`src/rtl/life_support_monitor.sv`:
```
// rtl/life_support_monitor.sv - cabin condition classifier with persistence filter, latched alarm and defend/cool requests
module life_support_monitor #(
    parameter int N           = 5,
    parameter int TEMP_HI     = 24,
    parameter int TEMP_CRIT   = 28,
    parameter int SHIELD_LO   = 8,
    parameter int SHIELD_CRIT = 3,
    parameter int PERSIST     = 4
) (
    input  logic         clk,          // rising-edge clock
    input  logic         rst,          // synchronous, active-low reset
    input  logic         pwr,          // module power, 0 forces OFF
    input  logic [N-1:0] shield,       // shield level from counter
    input  logic [N-1:0] temp,         // temperature from counter
    input  logic         ack,          // crew alarm acknowledge
    output logic [1:0]   state,        // 00 OFF, 01 NOMINAL, 10 WARN, 11 CRITICAL
    output logic         alarm,        // latched crew alarm
    output logic         req_def,      // shield charge request (counter def)
    output logic         req_cool,     // thermal action request (counter sth)
    output logic [7:0]   crit_events   // saturating count of CRITICAL entries
);

    localparam logic [1:0] ST_OFF  = 2'b00;
    localparam logic [1:0] ST_NOM  = 2'b01;
    localparam logic [1:0] ST_WARN = 2'b10;
    localparam logic [1:0] ST_CRIT = 2'b11;

    localparam logic [N-1:0] TEMP_HI_V     = N'(TEMP_HI);
    localparam logic [N-1:0] TEMP_CRIT_V   = N'(TEMP_CRIT);
    localparam logic [N-1:0] SHIELD_LO_V   = N'(SHIELD_LO);
    localparam logic [N-1:0] SHIELD_CRIT_V = N'(SHIELD_CRIT);
    localparam logic [2:0]   PC_LAST       = 3'(PERSIST - 1);

    logic       warn_c;
    logic       crit_c;
    logic [2:0] pc;
    logic [2:0] pc_next;
    // In WARN, remembers which condition pc is counting: 1 = toward CRITICAL.
    logic       warn_dir;
    logic       warn_dir_next;
    logic [1:0] state_next;
    logic       alarm_next;
    logic       req_def_next;
    logic       req_cool_next;
    logic [7:0] crit_events_next;

    assign warn_c = (temp >= TEMP_HI_V) | (shield <= SHIELD_LO_V);
    assign crit_c = (temp >= TEMP_CRIT_V) | (shield <= SHIELD_CRIT_V);

    // State register
    always_ff @(posedge clk) begin
        if (!rst) begin
            state       <= ST_OFF;
            pc          <= 3'd0;
            warn_dir    <= 1'b0;
            alarm       <= 1'b0;
            req_def     <= 1'b0;
            req_cool    <= 1'b0;
            crit_events <= 8'd0;
        end else begin
            state       <= state_next;
            pc          <= pc_next;
            warn_dir    <= warn_dir_next;
            alarm       <= alarm_next;
            req_def     <= req_def_next;
            req_cool    <= req_cool_next;
            crit_events <= crit_events_next;
        end
    end

    // Next-state logic with persistence filtering
    always_comb begin
        logic       cond;
        logic       dir_now;
        logic [1:0] target;
        logic [2:0] pc_eff;

        state_next    = state;
        pc_next       = pc;
        warn_dir_next = warn_dir;
        cond          = 1'b0;
        dir_now       = warn_dir;
        target        = state;
        pc_eff        = pc;

        if (!pwr) begin
            state_next = ST_OFF;
            pc_next    = 3'd0;
        end else begin
            case (state)
                ST_OFF: begin
                    state_next = ST_NOM;
                    pc_next    = 3'd0;
                end
                ST_NOM: begin
                    cond   = warn_c;
                    target = ST_WARN;
                end
                ST_WARN: begin
                    // crit_c and ~warn_c are mutually exclusive; escalation is checked first.
                    if (crit_c) begin
                        cond    = 1'b1;
                        dir_now = 1'b1;
                        target  = ST_CRIT;
                    end else if (!warn_c) begin
                        cond    = 1'b1;
                        dir_now = 1'b0;
                        target  = ST_NOM;
                    end
                    // A direction flip makes this edge the first of a fresh run.
                    if (cond && (dir_now != warn_dir)) begin
                        pc_eff = 3'd0;
                    end
                    if (cond) begin
                        warn_dir_next = dir_now;
                    end
                end
                default: begin
                    cond   = !crit_c;
                    target = ST_WARN;
                end
            endcase

            if (state != ST_OFF) begin
                if (!cond) begin
                    pc_next = 3'd0;
                end else if (pc_eff >= PC_LAST) begin
                    state_next = target;
                    pc_next    = 3'd0;
                end else begin
                    pc_next = pc_eff + 3'd1;
                end
            end
        end
    end

    // Output logic (values registered on the next edge)
    always_comb begin
        logic enter_crit;
        logic enter_warn;

        enter_crit       = (state_next == ST_CRIT) && (state != ST_CRIT);
        enter_warn       = (state == ST_NOM) && (state_next == ST_WARN);
        alarm_next       = alarm;
        crit_events_next = crit_events;

        if (state_next == ST_OFF) begin
            alarm_next = 1'b0;
        end else if (enter_crit || enter_warn) begin
            alarm_next = 1'b1;
        end else if (ack && (state_next != ST_CRIT)) begin
            alarm_next = 1'b0;
        end

        if (enter_crit && (crit_events != 8'hFF)) begin
            crit_events_next = crit_events + 8'd1;
        end

        req_def_next  = (state_next != ST_OFF) && (shield <= SHIELD_LO_V);
        req_cool_next = (state_next != ST_OFF) && (temp >= TEMP_HI_V);
    end

endmodule

```
`config.mk`:
```
export PLATFORM = sky130hd
export DESIGN_NAME = life_support_monitor
export DESIGN_NICKNAME = d
export VERILOG_FILES = /design/src/rtl/life_support_monitor.sv
export SDC_FILE = /design/constraint.sdc
export NUM_CORES = 1
export LEC_CHECK = 0
export BUFFER_PORTS_ARGS = -buffer_cell sky130_fd_sc_hd__clkbuf_2
export CORE_ASPECT_RATIO = 1.4
export CORE_MARGIN = 5
export CORE_UTILIZATION = 45
export DETAILED_ROUTE_END_ITERATION = 12
export PLACE_DENSITY = 0.77
export SKIP_CTS_REPAIR_TIMING = 1
export SKIP_LAST_GASP = 1
export SYNTH_ARGS = -nofsm -noshare
export SYNTH_HDL_FRONTEND = slang
export SYNTH_SLANG_ARGS = --single-unit
```
`constraint.sdc`:
```
create_clock -name clk -period 2.5 [get_ports clk]
set_input_delay 0.125 -clock clk [delete_from_list [all_inputs] [get_ports clk]]
set_output_delay 0.125 -clock clk [all_outputs]
set_load 0.02 [all_outputs]
```
==> results.yml <==
final_layout:
  drive_gt1_share_pct: 35.1
  final_cell_area_sq_mm: 0.00123
  num_antenna_cells: 0
  final_cell_mix: "24 x sky130_fd_sc_hd__clkbuf_2, 17 x sky130_fd_sc_hd__dfxtp_1, 13 x sky130_fd_sc_hd__buf_4, 12 x sky130_fd_sc_hd__nand2_1, 10 x sky130_fd_sc_hd__nor2_1"
  fraction_of_the_core_area_covered_by_cells_at_the_end_of_the_flow_pct: 61.7
  area.growth.synth_to_final_pct: 27.9
  mostFrequentLayoutCell: "sky130_fd_sc_hd__clkbuf_2"
  fin_nets: 169
global_routing:
  via_count_of_the_first_global_routing_pass: 1049
  grt_pass1_wl_microns: 4310
  grt_start_max_net_pins: 15
  grt.total_usage_pct: 16.7
  grt_use_met1_pct: 15.7
  global_route.usage.met3_pct: 3.67
  groute.layer.met2.usage_pct: 33.1
  grt-busiest-layer: "met2"
  gr-total-overflow: 0
  number_of_antenna_violations_at_the_first_check_in_global_routing: 0
timing:
  worst-slew-pin-transition_ns: 0.307
  setup_viol: 0
  timing.max_slew.rel_slack_pct: 79.0
  hold_slack_ns: 0.0643
  maxSlewViolCount: 0
  finClkSkew_ns: 0.00600
  maximum_clock_frequency_ghz: 0.425
  setup_total_negative_slack_ns: 0
  final_min_period_over_clock_period_pct: 94.0
  timing.final.hold_violations: 0
  period_minus_slack_ns: 2.35
setup_path:
  critPathBufInv: 0
  worstSetupEndpointType: "flop"
  cp_max_fo: 3
  crit_chain: "nand3b_1 > nand2_1 > nor2_2 > nor2b_1 > ha_1 > ha_2 > a211oi_2 > a31oi_1 > or4_4 > o21ba_1"
  cpMaxStageDelayCell: "sky130_fd_sc_hd__or4_4"
  timing.critical_path.slowest_cell_delay_ns: 0.55
  worst_path_dominant_cell_family: "simple AND/OR/NAND/NOR gates"
  critPathArrivalTime_ns: 2.58
  timing.critical_path.from_type: "flop"
  worstPathRequired_ns: 2.73
  critical_path_class: "reg2reg"
run:
  max_capacitance_violation_total: 0
outcome:
  run_status: "finished, final reports clean"
hold_path:
  hp-class: "in2reg"
logic_synthesis:
  synth_top_cell_area_share_pct: 35.3
  combinational_family_with_the_most_area_after_synthesis: "simple AND/OR/NAND/NOR gates"
  mappedNetlistNets: 131
  synthXorXnorAreaFrac_pct: 0
  synth.cell_area_sq_um: 963
  synth_simple_gate_area_share_pct: 29.9
  count_of_unique_library_cells_instantiated_by_yosys: 46
  synth_compound_gate_area_share_pct: 24.0
  synth_flop_cell: "sky130_fd_sc_hd__dfxtp_1"
  yosys.area.top_type: "sky130_fd_sc_hd__dfxtp_1"
  post_synthesis_area_per_instance_sq_um: 8.45
  post_synthesis_sequential_element_count: 17
  synth_async_sr_flop_share_pct: 0
  synthTopCellsByArea: "sky130_fd_sc_hd__dfxtp_1 35%, sky130_fd_sc_hd__nand2_1 4.7%, sky130_fd_sc_hd__nor2_1 4.3%, sky130_fd_sc_hd__ha_1 3.9%, sky130_fd_sc_hd__mux2i_1 3.1%"
  post_synth_fa_ha_maj_area_fraction_pct: 3.90
  synth_enable_flop_cells: 0
  yosysSeqAreaShare_pct: 35.3
  synthMuxAreaShare_pct: 3.12
  synth.yosys.warnings: 0
  syn-instance-count: 114
clock_network:
  cts_max_level: 1
  cts_tree: "built"
  tritoncts_num_sinks: 17
  clkLatencyLatePin_ns: 0.28
  post_cts_clock_slew_at_the_launch_and_capture_registers_of_the_worst_setup_and_hold_paths_ns: 0.10
  clock_path_buffers: 2
  numCtsBuffers: 3
  cts_root_buf: "sky130_fd_sc_hd__clkbuf_4"
power:
  leakagePower_nw: 0.495
  irDropWorstVdd_mv: 0.389
  p_per_area_mw_per_mm2: 385
floorplan:
  overall_die_width_microns: 49.1
  row_count: 19
  starting_density_of_the_core_pct: 48.2
  number_of_placed_i_o_pins: 27
  die_h_microns: 64.7
  core-area_sq_mm: 0.00200
  die_area_sq_mm: 0.00318
placed_design:
  final_wtd_congestion: 0.820
  dpl_cell_area_sq_mm: 0.00118
  io_buffers: 24
  dpl.hpwl_microns: 1940
routing:
  drt-pass1-iter-count: 4
  drt_first_iter_violations: 32
  route.vias.total: 989
  post-route-drc-count: 0
  wl_per_cell_microns: 13.7
  drt_wl_total_microns: 2360
  routed_via_density: 5.75
  ant_nets: 0
worst min-delay path, stage by stage:
cell                       delay [ns]
sky130_fd_sc_hd__clkbuf_2        0.10
sky130_fd_sc_hd__nand2_1         0.05
sky130_fd_sc_hd__nor2_1          0.04
per-layer routing:
layer  wire length (microns)  share of wire [%]  up-vias
met4                      20               0.85        0
met1                     876                 37      471
met2                    1380                 59       19
met5                       0                  0        -
li1                        -                  -      497
met3                      82                3.5        2
cell families after synthesis:
family                     Yosys count
and+or+nand+nor                     52
adders and majority gates            3
buffers and inverters                7
muxes                                3
AOI/OAI and AO/OA                   32
DFF                                 17
layout make-up:
type / instances / area (sq um)
clock buffer: 4 / 26.3
fill: 194 / 764
inverter: 3 / 11.3
multi-input combinational: 90 / 611
sequential: 17 / 340
tap: 21 / 26.3
timing repair buffer: 37 / 218
metrics by stage:
step | cells | power (mW) | setup WS, ns
after detailed placement | 168 | 0.336 | -0.156
final | 172 | 0.474 | 0.149
after global routing | 172 | 0.504 | -0.00624
after global placement | 168 | 0.332 | -0.0756
after CTS | 172 | 0.479 | 0.0431
after floorplan | 114 | 0.308 | 0.00605
path summary, 6_finish.rpt:
path | from | endpoint | slack (ns) | depth (start not counted)
max | warn_dir$_SDFFE_PN0P_ | pc[0]$_SDFF_PN0_ | 0.15 | 10
max reg2reg | warn_dir$_SDFFE_PN0P_ | pc[0]$_SDFF_PN0_ | 0.15 | 10
min | temp[4] | req_cool$_SDFF_PN0_ | 0.06 | 3
min reg2reg | alarm$_SDFFE_PP0P_ | alarm$_SDFFE_PP0P_ | 0.49 | 2
state kept, by name (all words and copies together), names as in the netlist:
| signal | flops |
|---|---|
| req_cool | 1 |
| state | 2 |
| warn_dir | 1 |
| req_def | 1 |
| crit_events | 8 |
| pc | 3 |
| alarm | 1 |
where the power goes:
group          internal (mW)  switching, mW  leakage, nW
Sequential             0.273       0.000786        0.137
Combinational         0.0262         0.0317        0.342
Clock                 0.0619         0.0809       0.0150
Total                  0.361          0.113        0.495
Yosys cell counts, types with 2 or more instances:
cell type and number:
sky130_fd_sc_hd__ha_1 3, sky130_fd_sc_hd__o31ai_1 3, sky130_fd_sc_hd__inv_1 3, sky130_fd_sc_hd__a21boi_1 3
sky130_fd_sc_hd__or4_1 3, sky130_fd_sc_hd__nand2b_1 4, sky130_fd_sc_hd__nand3b_1 2, sky130_fd_sc_hd__nor3b_1 2
sky130_fd_sc_hd__dfxtp_1 17, sky130_fd_sc_hd__nor2_1 11, sky130_fd_sc_hd__nand4_1 2, sky130_fd_sc_hd__nand3_1 5
sky130_fd_sc_hd__nand2_1 12, sky130_fd_sc_hd__o21ai_0 5, sky130_fd_sc_hd__buf_2 2, sky130_fd_sc_hd__mux2i_1 3
sky130_fd_sc_hd__a21oi_1 5
Note: power is estimated with default switching activity, not from simulation.
